[config.mk]
export PLATFORM = sky130hd
export DESIGN_NAME = clk_period_meter
export DESIGN_NICKNAME = d
export VERILOG_FILES = /design/src/rtl/clk_meas_pkg.sv /design/src/rtl/sync_edge_det.sv /design/src/rtl/clk_period_meter.sv
export SDC_FILE = /design/constraint.sdc
export NUM_CORES = 1
export LEC_CHECK = 0
export BUFFER_PORTS_ARGS = -buffer_cell sky130_fd_sc_hd__clkbuf_2
export CELL_PAD_IN_SITES_DETAIL_PLACEMENT = 1
export CELL_PAD_IN_SITES_GLOBAL_PLACEMENT = 1
export CORE_ASPECT_RATIO = 0.8
export CORE_UTILIZATION = 40
export DETAILED_ROUTE_END_ITERATION = 7
export PLACE_DENSITY = 0.84
export SETUP_SLACK_MARGIN = 0.1
export SYNTH_ARGS = -nofsm -noshare
export SYNTH_HDL_FRONTEND = slang
export SYNTH_SLANG_ARGS = --single-unit
export TNS_END_PERCENT = 100
[constraint.sdc]
create_clock -name clk -period 2.1 [get_ports clk]
set_input_delay 0.42 -clock clk [delete_from_list [all_inputs] [get_ports clk]]
set_output_delay 0.42 -clock clk [all_outputs]
set_load 0.005 [all_outputs]
[src/rtl/clk_meas_pkg.sv]
// Shared types and defaults for the clock period meter: FSM state encoding
// and the default counter width, synchronizer depth and stall timeout.
package clk_meas_pkg;

    typedef enum logic [1:0] {
        ST_IDLE    = 2'd0,
        ST_ARM     = 2'd1,
        ST_MEASURE = 2'd2,
        ST_STALL   = 2'd3
    } meas_state_e;

    localparam int DEF_CNT_WIDTH   = 28;
    localparam int DEF_SYNC_STAGES = 2;
    localparam int DEF_TIMEOUT     = 200000000;

endpackage

[src/rtl/sync_edge_det.sv]
// Multi-flop synchronizer for an asynchronous level plus a history flop,
// producing the synchronized level and a single-cycle rising-edge strobe.
module sync_edge_det
    import clk_meas_pkg::*;
#(
    parameter int SYNC_STAGES = DEF_SYNC_STAGES
) (
    input  logic clk,
    input  logic rst,
    input  logic sig_in,
    output logic s,
    output logic rise
);

    logic [SYNC_STAGES-1:0] sync_q;
    logic [SYNC_STAGES-1:0] sync_d;
    logic                   hist_q;
    logic                   hist_d;

    // shift the input through the chain; the last stage feeds the history flop
    always_comb begin
        sync_d = {sync_q[SYNC_STAGES-2:0], sig_in};
        hist_d = sync_q[SYNC_STAGES-1];
    end

    // synchronizer and history registers
    always_ff @(posedge clk) begin
        if (rst) begin
            sync_q <= '0;
            hist_q <= 1'b0;
        end else begin
            sync_q <= sync_d;
            hist_q <= hist_d;
        end
    end

    assign s    = sync_q[SYNC_STAGES-1];
    assign rise = s & ~hist_q;

endmodule

[src/rtl/clk_period_meter.sv]
// Measures period and high time of a slow square wave in system-clock cycles,
// reporting lock (repeatable measurements) and stall (no edges) conditions.
module clk_period_meter
    import clk_meas_pkg::*;
#(
    parameter int CNT_WIDTH   = DEF_CNT_WIDTH,
    parameter int SYNC_STAGES = DEF_SYNC_STAGES,
    parameter int TIMEOUT     = DEF_TIMEOUT
) (
    input  logic                 clk,
    input  logic                 rst,
    input  logic                 sig_in,
    output logic [CNT_WIDTH-1:0] period,
    output logic [CNT_WIDTH-1:0] high_time,
    output logic                 meas_valid,
    output logic                 rise_tick,
    output logic                 locked,
    output logic                 stalled
);

    localparam int                   PRIME_W    = $clog2(SYNC_STAGES + 1);
    localparam logic [PRIME_W-1:0]   PRIME_DONE = PRIME_W'(SYNC_STAGES);
    localparam logic [PRIME_W-1:0]   PRIME_ONE  = PRIME_W'(1);
    localparam logic [CNT_WIDTH-1:0] CNT_ONE    = CNT_WIDTH'(1);
    localparam logic [CNT_WIDTH-1:0] CNT_MAX    = {CNT_WIDTH{1'b1}};
    localparam logic [CNT_WIDTH-1:0] TIMEOUT_C  = CNT_WIDTH'(TIMEOUT);

    logic s;
    logic rise;

    meas_state_e          state_q, state_d;
    logic [PRIME_W-1:0]   prime_q, prime_d;
    logic [CNT_WIDTH-1:0] run_cnt_q, run_cnt_d;
    logic [CNT_WIDTH-1:0] high_cnt_q, high_cnt_d;
    logic [CNT_WIDTH-1:0] period_q, period_d;
    logic [CNT_WIDTH-1:0] high_time_q, high_time_d;
    logic                 meas_valid_q, meas_valid_d;
    logic                 rise_tick_q, rise_tick_d;
    logic                 locked_q, locked_d;
    logic                 stalled_q, stalled_d;
    logic                 ref_valid_q, ref_valid_d;
    logic                 timeout_hit;

    sync_edge_det #(
        .SYNC_STAGES(SYNC_STAGES)
    ) u_sync (
        .clk   (clk),
        .rst   (rst),
        .sig_in(sig_in),
        .s     (s),
        .rise  (rise)
    );

    assign timeout_hit = (run_cnt_q == TIMEOUT_C);

    // state register
    always_ff @(posedge clk) begin
        if (rst) begin
            state_q <= ST_IDLE;
        end else begin
            state_q <= state_d;
        end
    end

    // next state; IDLE only trusts s once the synchronizer holds post-reset samples
    always_comb begin
        state_d = state_q;
        case (state_q)
            ST_IDLE: begin
                if ((prime_q == PRIME_DONE) && !s) state_d = ST_ARM;
                else                               state_d = ST_IDLE;
            end
            ST_ARM: begin
                if (rise) state_d = ST_MEASURE;
                else      state_d = ST_ARM;
            end
            ST_MEASURE: begin
                if (rise)             state_d = ST_MEASURE;
                else if (timeout_hit) state_d = ST_STALL;
                else                  state_d = ST_MEASURE;
            end
            ST_STALL: begin
                if (rise) state_d = ST_MEASURE;
                else      state_d = ST_STALL;
            end
            default: state_d = ST_IDLE;
        endcase
    end

    // counters, measurement capture, lock compare and stall flag
    always_comb begin
        prime_d      = ((state_q == ST_IDLE) && (prime_q != PRIME_DONE)) ? prime_q + PRIME_ONE : prime_q;
        run_cnt_d    = (run_cnt_q == CNT_MAX) ? run_cnt_q : run_cnt_q + CNT_ONE;
        high_cnt_d   = (s && (high_cnt_q != CNT_MAX)) ? high_cnt_q + CNT_ONE : high_cnt_q;
        period_d     = period_q;
        high_time_d  = high_time_q;
        meas_valid_d = 1'b0;
        rise_tick_d  = 1'b0;
        locked_d     = locked_q;
        stalled_d    = stalled_q;
        ref_valid_d  = ref_valid_q;
        case (state_q)
            ST_IDLE: begin
                rise_tick_d = 1'b0;
            end
            ST_ARM: begin
                if (rise) begin
                    run_cnt_d   = CNT_ONE;
                    high_cnt_d  = CNT_ONE;
                    rise_tick_d = 1'b1;
                end else begin
                    rise_tick_d = 1'b0;
                end
            end
            ST_MEASURE: begin
                if (rise) begin
                    run_cnt_d    = CNT_ONE;
                    high_cnt_d   = CNT_ONE;
                    rise_tick_d  = 1'b1;
                    meas_valid_d = 1'b1;
                    period_d     = run_cnt_q;
                    high_time_d  = high_cnt_q;
                    locked_d     = ref_valid_q && (run_cnt_q == period_q) && (high_cnt_q == high_time_q);
                    ref_valid_d  = 1'b1;
                end else if (timeout_hit) begin
                    stalled_d   = 1'b1;
                    locked_d    = 1'b0;
                    ref_valid_d = 1'b0;
                end else begin
                    stalled_d = 1'b0;
                end
            end
            ST_STALL: begin
                if (rise) begin
                    run_cnt_d   = CNT_ONE;
                    high_cnt_d  = CNT_ONE;
                    rise_tick_d = 1'b1;
                    stalled_d   = 1'b0;
                end else begin
                    stalled_d = 1'b1;
                end
            end
            default: begin
                rise_tick_d = 1'b0;
            end
        endcase
    end

    // datapath and output registers
    always_ff @(posedge clk) begin
        if (rst) begin
            prime_q      <= '0;
            run_cnt_q    <= '0;
            high_cnt_q   <= '0;
            period_q     <= '0;
            high_time_q  <= '0;
            meas_valid_q <= 1'b0;
            rise_tick_q  <= 1'b0;
            locked_q     <= 1'b0;
            stalled_q    <= 1'b0;
            ref_valid_q  <= 1'b0;
        end else begin
            prime_q      <= prime_d;
            run_cnt_q    <= run_cnt_d;
            high_cnt_q   <= high_cnt_d;
            period_q     <= period_d;
            high_time_q  <= high_time_d;
            meas_valid_q <= meas_valid_d;
            rise_tick_q  <= rise_tick_d;
            locked_q     <= locked_d;
            stalled_q    <= stalled_d;
            ref_valid_q  <= ref_valid_d;
        end
    end

    assign period     = period_q;
    assign high_time  = high_time_q;
    assign meas_valid = meas_valid_q;
    assign rise_tick  = rise_tick_q;
    assign locked     = locked_q;
    assign stalled    = stalled_q;

endmodule

# Yosys cells after proc, flatten, opt, wreduce, memory -nomap -nowiden
# Cells that the tools add are included.
dict set report totals {
  input_bits 3
  out_inout_bits 60
  register_bits 124
}
dict set report classes {
  add_sub_neg 3
  eq_ne 11
  n_reduce_logical 14
  mux 21
  n_bitwise 3
}
# operator n
set op_table {}
lappend op_table {{2-to-1 mux 28 bit} 6}
lappend op_table {{adder 28 x 1 -> 28 bit (second input constant)} 2}
lappend op_table {{== test 28 bit} 2}
lappend op_table {{== test 28 bit (second input constant)} 2}
lappend op_table {{!= test 28 bit (second input constant)} 1}
lappend op_table {{2-to-1 mux 1 bit} 11}
lappend op_table {{one-hot mux 2 bit (4 select lines)} 1}
lappend op_table {{== test 2 bit (second input constant)} 3}
lappend op_table {{AND reduction 2 bit} 3}
lappend op_table {{logical AND 1 bit} 5}
lappend op_table {{!= test 2 bit (second input constant)} 2}
lappend op_table {{one-hot mux 1 bit (2 select lines)} 2}
lappend op_table {{nonzero test 2 bit} 2}
lappend op_table {{OR reduction 3 bit} 1}
lappend op_table {{adder 2 x 1 -> 2 bit (second input constant)} 1}
lappend op_table {{== test 2 x 1 -> 1 bit (second input constant)} 1}
lappend op_table {{zero test 2 bit} 1}
lappend op_table {{2-to-1 mux 2 bit} 1}
lappend op_table {{NOT 1 bit} 2}
lappend op_table {{OR reduction 2 bit} 1}
lappend op_table {{AND 1 bit} 1}
lappend op_table {{zero test 1 bit} 1}

# Longest topological paths before layout
dict set report logic_depth {
  depth_word 5
  depth_mapped 9
  mapped_depth_nobuf 8
}

# Cells and area by module
# Synthesis repeated with hierarchy kept, for this count alone.
dict set report unflattened {
  cells_unflattened 732
  hier_area_um2 5743.0
}
# module area_each_um2 instances cells_each seq_area_each_um2
set modules_own_cells {}
lappend modules_own_cells {clk_period_meter 5655.4 1 725 2422.3}
lappend modules_own_cells {sync_edge_det 87.6 1 7 60.1}

# Worst setup path after synthesis
# No wires, ideal clock.
dict set report synth_path {
  kind {register to register}
  startpoint {register run_cnt_q[0]}
  endpoint {register run_cnt_q[23]}
  t_arrival_ns 1.826
  t_required_ns 1.972
  setup_slack_ns 0.146
  path_stages_with_launch 9
  setup_time_ns 0.128
  synth_period_minus_slack_ns 1.954
  path_cell_list {dfxtp_1 > ha_1 > nand4_1 > nor4_4 > nand3_2 > buf_2 > nand4_1 > xor2_1 > nor2_1}
}
dict set report synth_via {
  elab_chain_len 4
}
# element line_no
set synth_lines {}
lappend synth_lines {{from (decl)} clk_period_meter.sv:33} ;# logic [CNT_WIDTH-1:0] run_cnt_q, run_cnt_d;
lappend synth_lines {{from (signal assigned)} clk_period_meter.sv:164} ;# run_cnt_q <= run_cnt_d;
lappend synth_lines {{adder 28 x 1 -> 28 bit / == test 28 bit (equally long branches)} clk_period_meter.sv:93} ;# run_cnt_d = (run_cnt_q == CNT_MAX) ? run_cnt_q : run_cnt_q + CNT_ONE;
lappend synth_lines {{2-to-1 mux 28 bit (*)} clk_period_meter.sv:93}
lappend synth_lines {{2-to-1 mux 28 bit} {clk_period_meter.sv:107, clk_period_meter.sv:116, clk_period_meter.sv:134}}
lappend synth_lines {{2-to-1 mux 28 bit (*)} --}
# Every way passes the cells marked *; elsewhere a longest branch is shown, timed or not.
# A chain may end at the register's enable or synchronous reset.

# Worst setup path in the final report
dict set report layout_path {
  startpoint {register high_cnt_q[1]}
  endpoint {register locked_q, in the netlist locked}
}
dict set report layout_via {
  elab_chain_len 3
}
# element line_no
set layout_lines {}
lappend layout_lines {{from (decl)} clk_period_meter.sv:34} ;# logic [CNT_WIDTH-1:0] high_cnt_q, high_cnt_d;
lappend layout_lines {{from (signal assigned)} clk_period_meter.sv:165} ;# high_cnt_q <= high_cnt_d;
lappend layout_lines {{== test 28 bit} clk_period_meter.sv:123} ;# locked_d = ref_valid_q && (run_cnt_q == period_q) && (high_cnt_q == high_time_q);
lappend layout_lines {{logical AND 1 bit} clk_period_meter.sv:123}
lappend layout_lines {{2-to-1 mux 1 bit} clk_period_meter.sv:116} ;# if (rise) begin
lappend layout_lines {{to (signal assigned)} clk_period_meter.sv:170} ;# locked_q <= locked_d;
lappend layout_lines {{to (decl)} clk_period_meter.sv:39} ;# logic locked_q, locked_d;
# No other way between the ends.

==> impl_metrics.csv <==
group,metric,value,unit
clock_tree,clock_sinks,124,
global_route,grt.total_usage,0.269,
clock_tree,cts_tree,"yes",
placement,placed_cells,966,
yosys,syn_area,5890,µm²
placement,pre_cts_slack,-0.171,ns
die,start_util,0.411,
placement,port_buffers,62,
placement,placed_area,6560,µm²
timing,finalHoldViolations,0,
run_status,status,"finished clean",
timing,layout_setup_ws,0.00877,ns
power,power_frac_seq,0.430,
die,chipHeight,111,µm
timing,drv_slew,0,
placement,globalplace.congestion,0.922,
yosys,ys_async_sr_fraction,0,
critical_path,worstSetupPathType,"reg -> reg",
clock_tree,cts_root_buffer,"clkbuf_16",
global_route,grt_max_degree,58,
die,die_x,138,µm
cells_and_area,drive_gt1_frac,0.241,
die,io_pins,63,
routing,wl_per_cell,19.9,µm
global_route,grt_pass1_wl,30800,µm
routing,ant_nets,0,
routing,finalWirelength,19900,µm
routing,vias_per_cell,5.62,
yosys,syn_area_per_cell,8.10,µm²
clock_tree,path_clk_slew,0.06,ns
global_route,globalRoute.totalOverflow,0,
timing,timing.slew.headroom,0.587,
yosys,yosys_warnings,0,
power,fin_total_pwr,0.00562,W
yosys,synth-main-ff-cell,"dfxtp_1",
placement,place_hpwl,13800,µm
global_route,antenna_found_initial,0,
yosys,ys_seq_area_frac,0.421,
routing,firstDrtPassIters,5,
power,peakVddDrop,617,µV
cells_and_area,synthToLayoutAreaGrowth,24.1,%
power,p_per_area,768,nW/µm²
global_route,grt_pass1_vias,5636,
routing,drt_iter0_drc,448,
timing,clock_skew,0.00627,ns
yosys,synth-edff-count,0,
cells_and_area,diodes,0,
cells_and_area,stdcell_area,7310,µm²
die,rows,39,
clock_tree,htree_levels,4,
cells_and_area,num-nets-final,812,
clock_tree,clock_latency,0.43,ns
timing,setup_viol,0,
critical_path,cp.arrival,2.45,ns
yosys,yosys.cell_types.count,55,
power,p_int,0.00436,W
critical_path,critPathCaptureType,"flop",
timing,post-route-period-util,0.996,
clock_tree,cts.path.max_buffers,2,
power,netSwitchingPower,0.00125,W
die,core_area,14300,µm²
timing,max_freq,0.478,GHz
critical_path,path_max_fanout,5,
power,power_frac_comb,0.041,
routing,route.vias.total,5636,
critical_path,cp-start-kind,"flop",
power,p_sw_frac,0.223,
yosys,synthesis.nets,734,
clock_tree,cts_buffers,17,
routing,drc,0,
timing,fin_crit,2.09,ns
die,die_area,15200,µm²
critical_path,required,2.46,ns
yosys,yosys_register_bits,124,
timing,fin_tns_setup,0,ns
run,cap_violations,0,
worst_hold_path,hp-class,"in -> reg",
power,clkPwrFrac,0.529,
cells_and_area,stdcell_count,1002,
power,leakagePower,2.90,nW
yosys,postSynthCellCount,727,
timing,worst_slew_pin_slew,0.619,ns
timing,rsz0062_at_grt,"yes",
clock_tree,cts_hold_buf,0,
## layout by cell type (no fill, tap or decap), drive strengths merged, types with 3 or more instances in the layout
cell type    n
nand4       29
inv         24
and3        14
nand3b       3
nor3        10
buf         47
nand2      136
or2          3
or3          6
clkinv       5
nor4        16
mux2i        5
and4         8
xor2        54
a221oi       3
a21oi       68
nor4b        4
o22ai        7
o21ai        9
nand3       22
nor2        68
clkbuf      87
ha           4
xnor2       25
o2bb2ai      3
a22o         3
nand2b       9
dfxtp      124
## per-stage QoR
step	utilization	hold slack, ns
floorplan	-	0.414
global placement	0.457	0.424
detailed placement	0.457	0.432
CTS	0.502	0.204
global route	0.509	0.209
finish	0.509	0.207
## repair_timing
item | CTS | global route
pin swaps | 5 | 6
hold endpoints to repair | 0 | 0
setup buffers | 3 | 1
setup endpoints to repair | 13 | 40
resized for setup | 10 | 35
## path summary, 6_finish.rpt
| check | start | end | slack [ns] | cells after the start |
|---|---|---|---|---|
| hold reg to reg | u_sync.sync_q[0]$_SDFF_PP0_ | u_sync.sync_q[1]$_SDFF_PP0_ | 0.44 | 1 |
| hold / removal | sig_in | u_sync.sync_q[0]$_SDFF_PP0_ | 0.21 | 2 |
| setup / recovery | high_cnt_q[1]$_SDFF_PP0_ | locked$_SDFFE_PP0P_ | 0.009 | 7 |
| setup reg to reg | high_cnt_q[1]$_SDFF_PP0_ | locked$_SDFFE_PP0P_ | 0.009 | 7 |
## power by group through the flow
stage	Sequential (W)	Clock, W	Combinational (W)
final	0.00242	0.00297	0.000229
after floorplan	0.00246	0	0.000148
after global placement	0.00246	0	0.000204
after global routing	0.00242	0.00313	0.000256
after CTS	0.00242	0.00300	0.000222
after detailed placement	0.00247	0	0.000218
## critical path, stage by stage (launching register included)
cell and delay (ns):
dfxtp_1 0.39, buf_4 0.17, xnor2_1 0.13, nand4_1 0.11, nor4_1 0.35, nand4_1 0.20, or4_4 0.53, a21oi_1 0.15
## kinds of logic (layout without fill, tap and decap cells)
kind of cell	count (synthesis)	count (layout)	share of synthesized area
XOR/XNOR	79	79	0.117
adder cells (fa/ha/maj)	4	4	0.00850
buffers and inverters	74	165	0.0542
flip-flops	124	124	0.421
multiplexers	5	5	0.00850
AND/OR/NAND/NOR	337	337	0.286
AO/OA/AOI/OAI	104	104	0.104
## Yosys cell counts (all sizes together), types with 8 or more instances
master  instances  share of area
nand4          29          0.032
nand2         136          0.087
nor2           68          0.045
nor3           10          0.010
nand3          22          0.021
a21oi          68          0.058
xor2           54          0.080
nor4           16          0.023
and3           14          0.016
xnor2          25          0.037
nand2b          9         0.0096
o21ai           9         0.0076
clkbuf         24          0.016
inv            24          0.015
dfxtp         124           0.42
buf            26          0.023
and4            8          0.012
## area by class of cell
| type | count | area (µm²) |
|---|---|---|
| clock buffers | 25 | 505 |
| clock inverters | 7 | 85.1 |
| flip-flops and latches | 124 | 2510 |
| repair buffers | 109 | 688 |
| well taps | 184 | 230 |
| multi-input cells | 529 | 3190 |
| fillers | 1721 | 7040 |
| inverters | 24 | 90.1 |
## per-layer routing
metal,part of all wire,up-vias,wire (µm),global-route usage
met5,0,-,0,0
met4,0.025,0,503,0.0989
met3,0.056,30,1120,0.0652
met2,0.44,180,8860,0.399
met1,0.47,2814,9460,0.373
li1,-,2612,-,-
## sequential cells by signal, summed over array words and instances, names as in the netlist
signal,count
high_cnt_q,28
high_time,28
period,28
run_cnt_q,28
prime_q,2
state_q,2
u_sync.sync_q,2
locked,1
meas_valid,1
ref_valid_q,1
rise_tick,1
stalled,1
u_sync.hist_q,1
Note: power is estimated with default switching activity, not from simulation.
